==> src/rtl/alu_div_seq_if.sv <==
// Handshake and operand bus between the EX stage and the sequential divider.
interface alu_div_seq_if #(parameter int WIDTH = 32);
  logic             enable_i;
  logic [1:0]       operator_i;
  logic [WIDTH-1:0] operand_a_i;
  logic [WIDTH-1:0] operand_b_i;
  logic             ex_ready_i;
  logic [WIDTH-1:0] result_o;
  logic             ready_o;
  logic             busy_o;

  modport master (
    output enable_i, operator_i, operand_a_i, operand_b_i, ex_ready_i,
    input  result_o, ready_o, busy_o
  );

  modport slave (
    input  enable_i, operator_i, operand_a_i, operand_b_i, ex_ready_i,
    output result_o, ready_o, busy_o
  );
endinterface

==> src/rtl/alu_div_seq.sv <==
// Sequential restoring divider (DIVU/DIV/REMU/REM): one quotient bit per cycle,
// with zero-divisor and small-dividend shortcuts straight to DONE.
module alu_div_seq #(
  parameter int WIDTH      = 32,
  parameter bit EARLY_TERM = 1'b1
) (
  input logic          core_clk,
  input logic          rst_n,
  alu_div_seq_if.slave bus
);

  typedef enum logic [1:0] {IDLE, CALC, DONE} state_t;

  localparam logic [WIDTH-1:0] CNT_LAST = WIDTH'(WIDTH);
  localparam logic [WIDTH-1:0] CNT_ONE  = WIDTH'(1);

  state_t           state_q, state_d;
  logic [WIDTH-1:0] quo_q, rem_q, div_q, res_q, cnt_q;
  logic             rem_sel_q, neg_quo_q, neg_rem_q;

  logic [WIDTH-1:0] abs_a, abs_b;
  logic             zero_div, early_hit;
  logic [WIDTH:0]   step_rs;
  logic [WIDTH+1:0] step_diff;
  logic             step_ok;

  function automatic logic [WIDTH-1:0] cond_neg(input logic [WIDTH-1:0] x, input logic neg);
    return neg ? -x : x;
  endfunction

  function automatic logic [WIDTH-1:0] mag(input logic [WIDTH-1:0] x, input logic sgn);
    return cond_neg(x, sgn & x[WIDTH-1]);
  endfunction

  assign abs_a     = mag(bus.operand_a_i, bus.operator_i[0]);
  assign abs_b     = mag(bus.operand_b_i, bus.operator_i[0]);
  assign zero_div  = (bus.operand_b_i == '0);
  assign early_hit = EARLY_TERM && !zero_div && (abs_a < abs_b);

  // Restoring step: shift next dividend bit into the partial remainder, trial-subtract.
  assign step_rs   = {rem_q, quo_q[WIDTH-1]};
  assign step_diff = {1'b0, step_rs} - {2'b00, div_q};
  assign step_ok   = ~step_diff[WIDTH+1];

  always_ff @(posedge core_clk or negedge rst_n) begin
    if (!rst_n) state_q <= IDLE;
    else        state_q <= state_d;
  end

  always_comb begin
    state_d = state_q;
    case (state_q)
      IDLE: if (bus.enable_i) state_d = (zero_div || early_hit) ? DONE : CALC;
      CALC: if (cnt_q == CNT_LAST) state_d = DONE;
      DONE: if (bus.ex_ready_i) state_d = IDLE;
      default: state_d = IDLE;
    endcase
  end

  always_ff @(posedge core_clk or negedge rst_n) begin
    if (!rst_n) begin
      quo_q     <= '0;
      rem_q     <= '0;
      div_q     <= '0;
      res_q     <= '0;
      cnt_q     <= '0;
      rem_sel_q <= 1'b0;
      neg_quo_q <= 1'b0;
      neg_rem_q <= 1'b0;
    end else begin
      case (state_q)
        IDLE: if (bus.enable_i) begin
          quo_q     <= abs_a;
          rem_q     <= '0;
          div_q     <= abs_b;
          cnt_q     <= '0;
          rem_sel_q <= bus.operator_i[1];
          neg_quo_q <= bus.operator_i[0] & (bus.operand_a_i[WIDTH-1] ^ bus.operand_b_i[WIDTH-1]);
          neg_rem_q <= bus.operator_i[0] & bus.operand_a_i[WIDTH-1];
          if (zero_div)
            res_q <= bus.operator_i[1] ? bus.operand_a_i : '1;
          else if (early_hit)
            res_q <= bus.operator_i[1] ? bus.operand_a_i : '0;
        end
        CALC: begin
          if (cnt_q != CNT_LAST) begin
            quo_q <= {quo_q[WIDTH-2:0], step_ok};
            rem_q <= step_ok ? step_diff[WIDTH-1:0] : step_rs[WIDTH-1:0];
            cnt_q <= cnt_q + CNT_ONE;
          end else begin
            // Sign fix-up happens on the extra cycle so the result register loads once.
            res_q <= rem_sel_q ? cond_neg(rem_q, neg_rem_q) : cond_neg(quo_q, neg_quo_q);
          end
        end
        DONE: if (bus.ex_ready_i) res_q <= '0;
        default: res_q <= '0;
      endcase
    end
  end

  assign bus.result_o = res_q;
  assign bus.ready_o  = (state_q == DONE);
  assign bus.busy_o   = (state_q != IDLE);

endmodule

==> src/flat_wrapper.sv <==
// flat-port wrapper written by rule: the top's interface ports become plain ports
module alu_div_seq_flat 
#(
  parameter int WIDTH      = 32,
  parameter bit EARLY_TERM = 1'b1
)
  (core_clk, rst_n, bus_enable_i, bus_operator_i, bus_operand_a_i, bus_operand_b_i, bus_ex_ready_i, bus_result_o, bus_ready_o, bus_busy_o);
  alu_div_seq_if #(.WIDTH(WIDTH)) bus_i ();
  input logic core_clk;
  input logic rst_n;
  input wire logic [$bits(bus_i.enable_i)-1:0] bus_enable_i;
  input wire logic [$bits(bus_i.operator_i)-1:0] bus_operator_i;
  input wire logic [$bits(bus_i.operand_a_i)-1:0] bus_operand_a_i;
  input wire logic [$bits(bus_i.operand_b_i)-1:0] bus_operand_b_i;
  input wire logic [$bits(bus_i.ex_ready_i)-1:0] bus_ex_ready_i;
  output wire logic [$bits(bus_i.result_o)-1:0] bus_result_o;
  output wire logic [$bits(bus_i.ready_o)-1:0] bus_ready_o;
  output wire logic [$bits(bus_i.busy_o)-1:0] bus_busy_o;
  assign bus_i.enable_i = bus_enable_i;
  assign bus_i.operator_i = bus_operator_i;
  assign bus_i.operand_a_i = bus_operand_a_i;
  assign bus_i.operand_b_i = bus_operand_b_i;
  assign bus_i.ex_ready_i = bus_ex_ready_i;
  assign bus_result_o = bus_i.result_o;
  assign bus_ready_o = bus_i.ready_o;
  assign bus_busy_o = bus_i.busy_o;
  alu_div_seq #(.WIDTH(WIDTH), .EARLY_TERM(EARLY_TERM)) u_core (.core_clk(core_clk), .rst_n(rst_n), .bus(bus_i));
endmodule
==> config.mk <==
export PLATFORM = sky130hd
export DESIGN_NAME = alu_div_seq_flat
export DESIGN_NICKNAME = d
export VERILOG_FILES = /design/src/rtl/alu_div_seq_if.sv /design/src/rtl/alu_div_seq.sv /design/src/flat_wrapper.sv
export SDC_FILE = /design/constraint.sdc
export NUM_CORES = 1
export LEC_CHECK = 0
export CAP_MARGIN = 40
export CORE_MARGIN = 3
export CORE_UTILIZATION = 60
export DETAILED_ROUTE_END_ITERATION = 6
export DONT_BUFFER_PORTS = 1
export PLACE_DENSITY = 0.84
export SLEW_MARGIN = 40
export SYNTH_ARGS = -nofsm -noshare
export SYNTH_HDL_FRONTEND = slang
export SYNTH_SLANG_ARGS = --single-unit
==> constraint.sdc <==
create_clock -name core_clk -period 3.59 [get_ports core_clk]
set_input_delay 1.077 -clock core_clk [delete_from_list [all_inputs] [get_ports core_clk]]
set_output_delay 1.077 -clock core_clk [all_outputs]
set_load 0.01 [all_outputs]
==> metrics.txt, run 1 <==
status complete, but fails checks; failing checks design-rule violations, negative setup slack; Syn Area/Cell ~8.3 sq um; vias in the first global route 12.3k; Placer Congestion 0.933; period utilization 136%; fraction of registers with async set or reset after synthesis 100%; port bufs 0; maxcap violations 0; Ports 104; Post-synth top flop dfrtp_1; area grow syn2layout 14.5%; Max H-tree Level 4; reg-to-reg startpoint u_core.rem_q[0]; Worst-path clk slew 0.08 ns; GRT Overall Usage between 30% and 40%; yosys warns 0; # rows 53; Mapped Cells 1,556; Longest Clk Path Bufs 2; Power Dens Cells 904 nW/um^2; crit path from bus_operand_a_i[5]; final setup TNS -42.43 ns; DIE AREA 23,400 sq um; Final Setup Violations 34; path depth of the worst reg2reg path 10; CTS tree yes; Slew @ Worst Pin 0.774 ns; CTS buffer count 17; Detailed Route Iter0 Violations 1,444; vias per inst 6.65; clock root cell clkbuf_16; cts hold-fix bufs 0; CP endpoint u_core.bus.result_o[4]; post-synthesis cell area 13,000 sq um; DR DRC count 1; via count 12.7k; WP data arrival 5.20 ns; overall routed net length 41,000 um; Final Hold Fails 0; most common cell after layout, fill and taps aside nand2_1; synthesis-stage register bit count 165; largest net degree at the start of global routing 166; pre-CTS setup slack -1.79 ns; VDD IR max ~440 uV; crit path launch type primary input; First-pass DRT Iterations 7; critical path class in2reg; Die Y 153 um; max frequency 0.205 GHz; clk sink count 165; slack of the critical path -1.28 ns; Slew HR 47.9%; count of cell types in the netlist 72; register-to-register setup slack roughly 0.19 ns; Post-synth EDFFs 0; Leak Pwr 6.75 nW; syn nets 1,696; Total Nets Final approximately 1.8k; initial antenna violation count 1; Clock Latency Late Sink roughly 0.45 ns; Crit Reg-Reg Endpoint u_core.rem_q[2]; first-pass GRT wire length 64,600 um; Final Util 70.1%; worst min path class in2async; critical path fanouts, max 7; Critical Path RT slightly below 4 ns; Routed Antenna Nets 0; Final Critical Period 4.87 ns; hpwl dp 28,600 um; Worst Skew 0.0170 ns; crit end category flip-flop; most frequent cells in the layout nand2_1 (196), dfrtp_1 (164), nor2_1 (133), o21ai_0 (130), buf_4 (107); Horiz. Die Dim roughly 150 um; register area share after synthesis between 30% and 40%; RSZ-0062 raised after global routing yes; core box area 21,200 sq um; fraction of layout cells with a size suffix above 1 around 14%; Initial Util 61.3%; post-DR wirelength/cell roughly 22 um; max-slew violation count 0; grt ovf 0
## repair_timing
action / CTS / global route
pin swaps: 2 / 4
setup endpoints to repair: 34 / 37
gates resized for setup: 21 / 14
buffers inserted: 8 / 5
cloned: 2 / 1
## stage by stage
stage | std cells | instance area, sq um | total power [W] | hold slack [ns]
final | 1907 | 14800 | 0.0134 | 0.339
after global routing | 1906 | 14800 | 0.0142 | 0.314
after CTS | 1900 | 14700 | 0.0130 | 0.323
after detailed placement | 1858 | 13800 | 0.0106 | 0.470
after global placement | 1858 | 13800 | 0.0104 | 0.463
after floorplan | 1556 | 13000 | 0.00879 | 0.450
## sequential cells by signal, indices dropped and copies added (netlist names)
register	cells
u_core.div_q	32
u_core.quo_q	32
u_core.neg_rem_q	1
u_core.neg_quo_q	1
u_core.state_q	2
u_core.bus.result_o	32
u_core.rem_sel_q	1
u_core.rem_q	32
u_core.cnt_q	32
## Yosys cell counts (4+ instances only)
library cell	number	area share, %
o22ai_1	19	0.92
a31oi_1	12	0.58
o41ai_1	11	0.74
or3_1	13	0.63
o21a_1	5	0.29
or2_2	9	0.43
mux2_2	4	0.35
a31o_2	4	0.27
o21ai_0	131	5.1
a22o_1	4	0.27
or4_1	15	0.87
nor3_1	22	0.85
a21o_1	37	2.1
mux2i_1	44	3.4
o21ai_1	7	0.27
dfrtp_1	165	32
and3_1	13	0.63
o31ai_1	31	1.8
a21oi_1	97	3.7
a2111oi_0	5	0.34
nor2_1	135	3.9
nand3_1	36	1.4
a221oi_1	12	0.81
mux2_4	20	2.3
inv_1	60	1.7
buf_2	5	0.19
nand2b_1	10	0.48
o221ai_1	6	0.41
xnor2_1	85	5.7
xor2_1	81	5.5
nand2_1	200	5.8
nor4_1	12	0.58
mux2_1	5	0.43
a211oi_1	13	0.75
nor4b_1	4	0.27
nor2b_1	10	0.48
and2_1	8	0.39
nand4_1	23	1.1
clkbuf_1	64	1.9
o21bai_1	7	0.41
ha_1	69	6.7
## worst max-delay path, stage by stage
cell       delay [ns]
or4_4            0.57
or4_4            0.48
nor2b_4          0.15
nand3b_1         0.22
nor3_2           0.27
nor2_1           0.07
xor2_1           0.21
ha_1             0.28
a21o_1           0.17
a21o_1           0.20
a2111oi_4        0.34
o211ai_1         0.13
a21o_1           0.20
o32ai_4          0.19
buf_6            0.18
clkbuf_16        0.16
mux2_4           0.29
## logic make-up (layout without fill, tap and decap cells)
logic type / count (synthesis) / in the layout / synth area share [%]
AOI/OAI and AO/OA: 422 / 422 / 20.4
DFF: 165 / 165 / 31.8
buffers and inverters: 135 / 210 / 4.13
other: 0 / 1 / 0
muxes: 73 / 73 / 6.49
and+or+nand+nor: 525 / 525 / 19.1
adders and majority gates: 70 / 70 / 6.81
xor gates and xnor gates: 166 / 166 / 11.2
## where the power goes
part | leakage [nW] | internal, W | switching (W)
sequential | 2.11 | 0.00251 | 0.000852
combinational | 4.33 | 0.00352 | 0.00456
clock | 0.303 | 0.00107 | 0.000910
## how the worst min path moves through the flow
stage | from | end | slack [ns] | cells past startpoint
finish | rst_n | u_core.cnt_q[28] | 0.34 | 0
floorplan | u_core.div_q[10] | u_core.div_q[10] | 0.45 | 2
detailed placement | u_core.div_q[11] | u_core.div_q[11] | 0.47 | 2
global placement | u_core.div_q[10] | u_core.div_q[10] | 0.46 | 2
global route | rst_n | u_core.div_q[25] | 0.31 | 0
CTS | rst_n | u_core.rem_q[6] | 0.32 | 0
## per-layer routing
layer | GRT usage (%) | up-vias | share of wire [%]
li1 | - | 5698 | -
met4 | 16.3 | 0 | 6.2
met5 | 0 | - | 0
met1 | 41.3 | 6015 | 38
met3 | 8.07 | 217 | 8.7
met2 | 57.0 | 750 | 47
## layout make-up
| cell class | instances | area (sq um) |
|---|---|---|
| antenna | 1 | 2.50 |
| clock buffer | 17 | 425 |
| clock inverter | 15 | 206 |
| fill | 1557 | 6310 |
| inverter | 60 | 225 |
| multi-input combinational | 1256 | 8500 |
| sequential | 165 | 4130 |
| tap | 275 | 344 |
| timing repair buffer | 118 | 1010 |
Power figures use the tool's default switching activity.
==> run 2, diff against run 1 <==
- TNS_END_PERCENT: unset -> 30
==> metrics.txt, run 2 (synthesized netlist as in run 1, its figures left out) <==
status complete, but fails checks; failing checks negative setup slack; CTS tree yes; final cell count without fillers 1,918 (+0.58%); Detailed Route Iter0 Violations 1,369 (-5.2%); DR DRC count 0 (-1); Placer Congestion 0.993 (+6.4%); Die Y 153 um (unchanged); largest net degree at the start of global routing 166 (unchanged); Slew @ Worst Pin 0.746 ns (-0.0278 ns); Critical Path RT 3.92 ns (about the same); max frequency 0.208 GHz (+1.5%); worst min path class in2async; max-slew violation count 0 (unchanged); Initial Util 61.3% (unchanged); first-pass GRT wire length 65,800 um (+1.8%); port bufs 0 (unchanged); Ports 104 (unchanged); Longest Clk Path Bufs 2 (unchanged); Total Nets Final 1,770 (+0.68%); core box area 21,200 sq um (unchanged); First-pass DRT Iterations 6 (-1); placed cells 1,879 (+1.1%); Clock Latency Late Sink 0.45 ns (about the same); vias in the first global route 12.6k (+2.0%); hpwl dp 29,300 um (+2.5%); VDD IR max 465 uV (+5.9%); Power Dens Cells 901 nW/um^2 (-0.36%); path depth of the worst reg2reg path 9 (-1); cts hold-fix bufs 0 (unchanged); Worst Skew 0.0126 ns (-0.00443 ns); vias per inst 6.69 (+0.65%); # rows 53 (unchanged); CTS buffer count 17 (unchanged); DIE AREA 23,400 sq um (unchanged); grt ovf 0 (unchanged); crit-path cells or4_4 > or3_4 > nor4_4 > or3b_4 > o21ai_2 > nand2_1 > xnor2_1 > ha_1 > a21o_1 > a21o_1 > a2111oi_2 > o211ai_1 > a21o_1 > o32ai_4 > buf_12 > buf_12 > mux2_4; post-DR wirelength/cell 21.5 um (about the same); slack of the critical path -1.21 ns (+0.0736 ns); slowest cell delay on critical path 0.51 ns (-0.06 ns); WL met3 4130 um (+15%); clk sink count 165 (unchanged); fillcell total 1,622 (+4.2%); Routed Antenna Nets 0 (unchanged); initial antenna violation count 0 (-1); critical path class in2reg; register-to-register setup slack 0.16 ns (-0.03 ns); final hold slack 0.318 ns (-0.0204 ns); Horiz. Die Dim 153 um (unchanged); Max H-tree Level 4 (unchanged); M1 WL 15,400 um (-1.0%); clock root cell clkbuf_16; critical path fanouts, max 9 (+2); Final Setup Violations 34 (unchanged); area grow syn2layout 14.4% (about the same); Antenna diodes 0 (-1); crit end category flip-flop; maxcap violations 0 (unchanged); period utilization 134% (-2.0 points); via count 12.8k (+1.2%); most common cell after layout, fill and taps aside nand2_1; WP data arrival 5.12 ns (-0.08 ns); Slew HR 50.3% (+2.4 points); Worst-path clk slew 0.08 ns (about the same); Final Critical Period 4.80 ns (-0.0736 ns); most frequent cells in the layout nand2_1 (198), dfrtp_1 (164), nor2_1 (133), o21ai_0 (130), buf_4 (124); fraction of layout cells with a size suffix above 1 14.4% (+0.51 points); most used cell along the critical path a21o_1; Slowest-stage cell, CP or4_4; RSZ-0062 raised after global routing yes; max layer used met4; Final Hold Fails 0 (unchanged); met2 routed WL 18,800 um (-3.1%); overall routed net length 41,300 um (+0.60%); GRT Overall Usage 34.8% (+0.82 points); crit path launch type primary input; Leak Pwr 6.76 nW (+0.26%)
==> run 2: critical path, delay by kind of cell <==
kind | cells | cell delay (ns)
AO/OA/AOI/OAI | 7 | 1.35
XOR/XNOR | 1 | 0.14
adder cells (fa/ha/maj) | 1 | 0.32
AND/OR/NAND/NOR | 5 | 1.59
multiplexers | 1 | 0.30
buffers and inverters | 2 | 0.33
==> run 2: where the power goes <==
group          switching, W  total (W)  internal (W)
Clock              0.000932    0.00194       0.00100
Combinational       0.00453    0.00805       0.00352
Sequential         0.000863    0.00337       0.00251
Total               0.00633     0.0134       0.00703
==> run 2: timing repair <==
item                       4_1_cts  5_1_grt
setup endpoints to repair       34       39
resized for setup               18       10
gates cloned                     2        0
buffers inserted                 4        1
pin swaps                        0        1
==> run 2: path summary, 6_finish.rpt <==
check	to	start
min	u_core.div_q[19]	rst_n
max reg2reg	u_core.bus.result_o[27]	u_core.rem_q[0]
min reg2reg	u_core.div_q[9]	u_core.div_q[9]
max in group asynchronous	u_core.neg_rem_q	rst_n
max	u_core.bus.result_o[27]	bus_operand_b_i[17]
min in group core_clk	u_core.div_q[9]	u_core.div_q[9]
==> run 2: metal layers <==
layer	GRT usage [%]	vias to the layer above
met5	0	-
met4	21.5	0
met3	8.07	207
met2	54.8	885
met1	43.5	6029
li1	-	5715
==> run 2: cell type report <==
cell class                 count  area (sq um)  area share [%]
multi-input combinational   1256          8450            57.0
sequential                   165          4130            27.9
timing repair buffer         130          1070            7.19
clock buffer                  17           425            2.87
tap                          275           344            2.32
inverter                      60           225            1.52
clock inverter                15           185            1.25
==> run 2: stage by stage <==
stage                     instance area [sq um]  total power (W)  TNS (ns)  setup WS [ns]  utilization [%]
after floorplan                           13000          0.00878    -46.86          -1.43                -
after global placement                    14000           0.0105    -52.97          -1.62             66.1
after detailed placement                  14000           0.0107    -55.68          -1.70             66.1
after CTS                                 14800           0.0131    -39.32          -1.22             69.8
after global routing                      14800           0.0142    -44.42          -1.35             70.1
final                                     14800           0.0134    -39.66          -1.21             70.1
==> run 3, diff against run 2 <==
- HOLD_SLACK_MARGIN: unset -> 0.15
==> results of run 3 <==
No change in the layout: final DEF, timing and power equal those of run 2.
